$ cat src/rtl/fifo_rd_arbiter.sv
// Round-robin burst arbiter sharing one show-ahead FIFO read port between NUM_REQ consumers.
// Define FIFO_ARB_FIXED_PRIO_EN to replace round-robin with fixed lowest-index priority.
`ifndef CFG_DATA_WIDTH
`define CFG_DATA_WIDTH 8
`endif

module fifo_rd_arbiter #(
    parameter int NUM_REQ    = 4,
    parameter int DATA_WIDTH = `CFG_DATA_WIDTH,
    parameter int BURST_LEN  = 4,
    parameter int ID_WIDTH   = $clog2(NUM_REQ),
    parameter int CNT_WIDTH  = $clog2(BURST_LEN + 1)
) (
    input  logic                  clk,
    input  logic                  reset_n,
    input  logic [NUM_REQ-1:0]    req,
    input  logic                  fifo_rd_empty,
    input  logic [DATA_WIDTH-1:0] fifo_rd_data,
    output logic                  fifo_rd_ready,
    output logic [NUM_REQ-1:0]    gnt,
    output logic                  out_valid,
    output logic [DATA_WIDTH-1:0] out_data,
    output logic [ID_WIDTH-1:0]   out_id
);

    typedef enum logic {
        IDLE  = 1'b0,
        BURST = 1'b1
    } state_t;

    state_t                  state_reg;
    logic [ID_WIDTH-1:0]     owner_reg;
    logic [CNT_WIDTH-1:0]    burst_cnt_reg;
    logic                    out_valid_reg;
    logic [DATA_WIDTH-1:0]   out_data_reg;
    logic [ID_WIDTH-1:0]     out_id_reg;

    logic [ID_WIDTH-1:0]     rr_base;
    logic [ID_WIDTH-1:0]     win_idx;
    logic [ID_WIDTH-1:0]     cand;
    logic                    win_found;
    logic                    owner_req;
    logic                    pop;
    logic                    burst_last;
    logic                    leave_burst;

    assign owner_req   = req[owner_reg];
    assign pop         = (state_reg == BURST) && owner_req && !fifo_rd_empty;
    assign burst_last  = (burst_cnt_reg == CNT_WIDTH'(BURST_LEN - 1));
    assign leave_burst = (state_reg == BURST) && (!owner_req || (pop && burst_last));

`ifdef FIFO_ARB_FIXED_PRIO_EN
    assign rr_base = '0;
`else
    logic [ID_WIDTH-1:0] rr_ptr_reg;
    logic [ID_WIDTH-1:0] rr_next;

    // Modulo keeps the pointer legal when NUM_REQ is not a power of two.
    assign rr_next = ID_WIDTH'((int'(owner_reg) + 1) % NUM_REQ);
    assign rr_base = rr_ptr_reg;

    always_ff @(posedge clk or negedge reset_n) begin
        if (!reset_n) begin
            rr_ptr_reg <= '0;
        end else if (leave_burst) begin
            rr_ptr_reg <= rr_next;
        end
    end
`endif

    // First requester at or after rr_base, wrapping through NUM_REQ-1 back to 0.
    always_comb begin
        win_found = 1'b0;
        win_idx   = '0;
        cand      = '0;
        for (int i = 0; i < NUM_REQ; i++) begin
            cand = ID_WIDTH'((int'(rr_base) + i) % NUM_REQ);
            if (!win_found && req[cand]) begin
                win_found = 1'b1;
                win_idx   = cand;
            end
        end
    end

    genvar gi;
    generate
        for (gi = 0; gi < NUM_REQ; gi++) begin : g_gnt
            assign gnt[gi] = (state_reg == BURST) && (owner_reg == ID_WIDTH'(gi));
        end
    endgenerate

    always_ff @(posedge clk or negedge reset_n) begin
        if (!reset_n) begin
            state_reg     <= IDLE;
            owner_reg     <= '0;
            burst_cnt_reg <= '0;
            out_valid_reg <= 1'b0;
            out_data_reg  <= '0;
            out_id_reg    <= '0;
        end else begin
            out_valid_reg <= pop;
            if (pop) begin
                out_data_reg <= fifo_rd_data;
                out_id_reg   <= owner_reg;
            end
            case (state_reg)
                IDLE: begin
                    if (win_found && !fifo_rd_empty) begin
                        owner_reg     <= win_idx;
                        burst_cnt_reg <= '0;
                        state_reg     <= BURST;
                    end
                end
                BURST: begin
                    if (pop) begin
                        burst_cnt_reg <= burst_cnt_reg + CNT_WIDTH'(1);
                    end
                    if (leave_burst) begin
                        state_reg <= IDLE;
                    end
                end
                default: state_reg <= IDLE;
            endcase
        end
    end

    assign fifo_rd_ready = pop;
    assign out_valid     = out_valid_reg;
    assign out_data      = out_data_reg;
    assign out_id        = out_id_reg;

endmodule
$ cat config.mk
export PLATFORM = sky130hd
export DESIGN_NAME = fifo_rd_arbiter
export DESIGN_NICKNAME = d
export VERILOG_FILES = /design/src/rtl/fifo_rd_arbiter.sv
export SDC_FILE = /design/constraint.sdc
export NUM_CORES = 1
export LEC_CHECK = 0
export BUFFER_PORTS_ARGS = -buffer_cell sky130_fd_sc_hd__buf_2
export CORE_MARGIN = 10
export CORE_UTILIZATION = 45
export CTS_BUF_LIST = sky130_fd_sc_hd__clkbuf_16
export DETAILED_ROUTE_END_ITERATION = 12
export PLACE_DENSITY = 0.84
export SLEW_MARGIN = 5
export SYNTH_ARGS = -nofsm -noshare
export SYNTH_HDL_FRONTEND = slang
export SYNTH_SLANG_ARGS = --single-unit
$ cat constraint.sdc
create_clock -name clk -period 1.75 [get_ports clk]
set_input_delay 0.175 -clock clk [delete_from_list [all_inputs] [get_ports clk]]
set_output_delay 0.175 -clock clk [all_outputs]
set_load 0.005 [all_outputs]
==> summary.txt <==
Run status = finished, final reports clean
WP data required = 1.57 ns
Pin count of the biggest net entering global routing = 20
Most common cell in the netlist = dfrtp_1
Critical Path Source = owner_reg[1]
Post-Synthesis Cell Area = 1072 sq um
Clk buf depth = 2
Worst-Skew Late Latency = 0.25 ns
Core Box Area = 2233 sq um
Wire length per cell = 15.55 um
Netlist cell types = 29
Slew Limit Fails = 0
CTS Buf Count = 3
Post-route clock skew = 0.004945 ns
# nets final = 163
Placed Cells = 157
RSZ-0062 raised after global routing = true
Synth Flop Type = dfrtp_1
Chip Width = 68.82 um
Power per cell area = 1654 nW/um^2
Mean Syn Cell Area = 11.05 sq um
Antenna violations before repair = 0
# IOs = 31
Syn Nets = 118
Arrival @ worst endpoint = 1.56 ns
VDD IR max = 1.506 mV
Normalized max-slew margin = 0.7236
Non-filler cells, final = 169
Vias in the first global route = 887
Sequential share of the synthesized area = 0.4434
Hold path startpoint = fifo_rd_data[4]
Synth top area share = 0.4434
Clock root buffer = clkbuf_16
Crit Path Max Fanout = 3
Crit. End Element = primary output
PortBufs = 30
Syn. warnings = 0
Final Routed Wirelength = 2.628 mm
Async S/R FF share, synth = 1.000
Synthesized flop and latch total = 19
Reg2reg end = out_data[2]
Site row count = 17
P_leak = 0.7635 nW
Synth top area cells = dfrtp_1, mux2_4, ha_1
Synth area leader = dfrtp_1
DRT Pass-1 Iters = 4
Final worst path period share = 0.9912
DP HPWL = 1.968 mm
Vias/cell = 5.231
Actual slew at the worst max-slew pin = 0.4147 ns
Startpoint type of the worst setup path = flip-flop
Fin util = 0.6476
Final hold vios = 0
Endpoint with the worst hold slack = out_data[4]
GPL Wtd Cong = 0.8731
Post-synth top cells = dfrtp_1, mux2_4, nand2_1
MaxCap Viol Count = 0
Clock sinks = 19
Antenna viol nets, final = 0
Post-synthesis cell count = 97
Tmin final = 1.735 ns
Final TNS setup = 0 ns
Die height = 68.82 um
Clk pin slew, worst setup/hold paths = 0.05 ns
Hold Path Class = input pin to flip-flop
Remaining DRCs = 0
Initial drt markers = 22
Die area = 4736 sq um
First-pass GRT wire length = 4.367 mm
Antenna cell count = 0
Vias post-DR = 884
TritonCTS clock tree = yes
Max FFs per register = 8
Remaining Overflow, GRT = 0
FF-to-FF path depth = 6
Fmax = 576.5 MHz
Reg2Reg Setup Slack = 0.02 ns
Total power = 2.392 mW
Hold path cells = 2
GRT Total Usage = 0.1200
Crit Path Category = flip-flop to primary output
Crit Reg-Reg Startpoint = owner_reg[1]
Share of cells above drive strength 1 = 0.4255
Initial Util = 0.4801
Layout area overhead = 34.89%
Final Setup Violations = 0
Post-synth EDFFs = 0
# H-tree levels = 1
[per-stage QoR]
stage               cell area, sq um  hold slack, ns  setup WS (ns)
floorplan                       1072         -0.1206        0.06319
global placement                1287          0.1339         0.1279
CTS                             1410          0.1544      -0.001312
finish                          1446          0.1569        0.01545
detailed placement              1287          0.1345         0.1023
global route                    1446          0.1516       -0.04929
[cells in the final DEF (no fill, tap or decap), types with 2 or more instances in the layout]
| cell | instances |
|---|---|
| inv_1 | 8 |
| dfrtp_1 | 19 |
| o211ai_1 | 2 |
| clkbuf_16 | 3 |
| o21ai_0 | 6 |
| ha_1 | 5 |
| buf_6 | 2 |
| mux2_4 | 10 |
| nand3_1 | 8 |
| a21o_1 | 2 |
| buf_4 | 10 |
| nand2_1 | 9 |
| a21oi_1 | 5 |
| and2_1 | 4 |
| buf_2 | 29 |
[report_power, final]
group,internal [mW],switching [mW]
clock,0.303,0.152
combinational,0.656,0.498
sequential,0.637,0.146
total,1.60,0.796
[area by class of cell]
class                   count  area, sq um
well taps                  28        35.03
inverters                   9        52.55
multi-input cells          66        531.8
clock buffers               3        75.07
fillers                   176        787.0
clock inverters             1        3.754
repair buffers             43        272.8
flip-flops and latches     19        475.5
[how the worst max path moves through the flow]
stage                         end  slack [ns]  cells after the start
floorplan             out_data[0]        0.06                      5
global placement      out_data[7]        0.13                      5
detailed placement     rr_base[1]        0.10                      6
CTS                 fifo_rd_ready      -0.001                      6
global route        fifo_rd_ready       -0.05                      6
finish              fifo_rd_ready        0.02                      6
[routing by layer]
layer | up-vias | share of wire | global-route usage
met3 | 2 | 0.024 | 0.03382
li1 | 432 | - | -
met1 | 439 | 0.41 | 0.1418
met4 | 0 | 0.0038 | 0.02463
met5 | - | 0 | 0
met2 | 11 | 0.57 | 0.2120
[critical path, stage by stage, from the launching register on]
cell     delay, ns
dfrtp_1       0.42
mux2_4        0.34
mux2i_4       0.14
or2_1         0.16
buf_12        0.12
inv_6         0.03
buf_6         0.10
[timing repair]
| item | in CTS | in global routing |
|---|---|---|
| pin swaps | 1 | 3 |
| buffers inserted | 4 | 3 |
| hold buffers | 1 | 0 |
| hold endpoints to repair | 19 | 0 |
| endpoints found under the setup margin | 1 | 10 |
| gates resized for setup | 2 | 4 |
[cells by family (layout without fill, tap and decap cells)]
family,count (synthesis),in the layout,share of synthesized area
AOI/OAI and AO/OA,20,20,0.1167
adders and majority gates,6,6,0.07001
buffers and inverters,12,56,0.06301
DFF,19,19,0.4434
muxes,13,13,0.1809
and+or+nand+nor,27,27,0.1260
(Power assumes the default switching activity.)
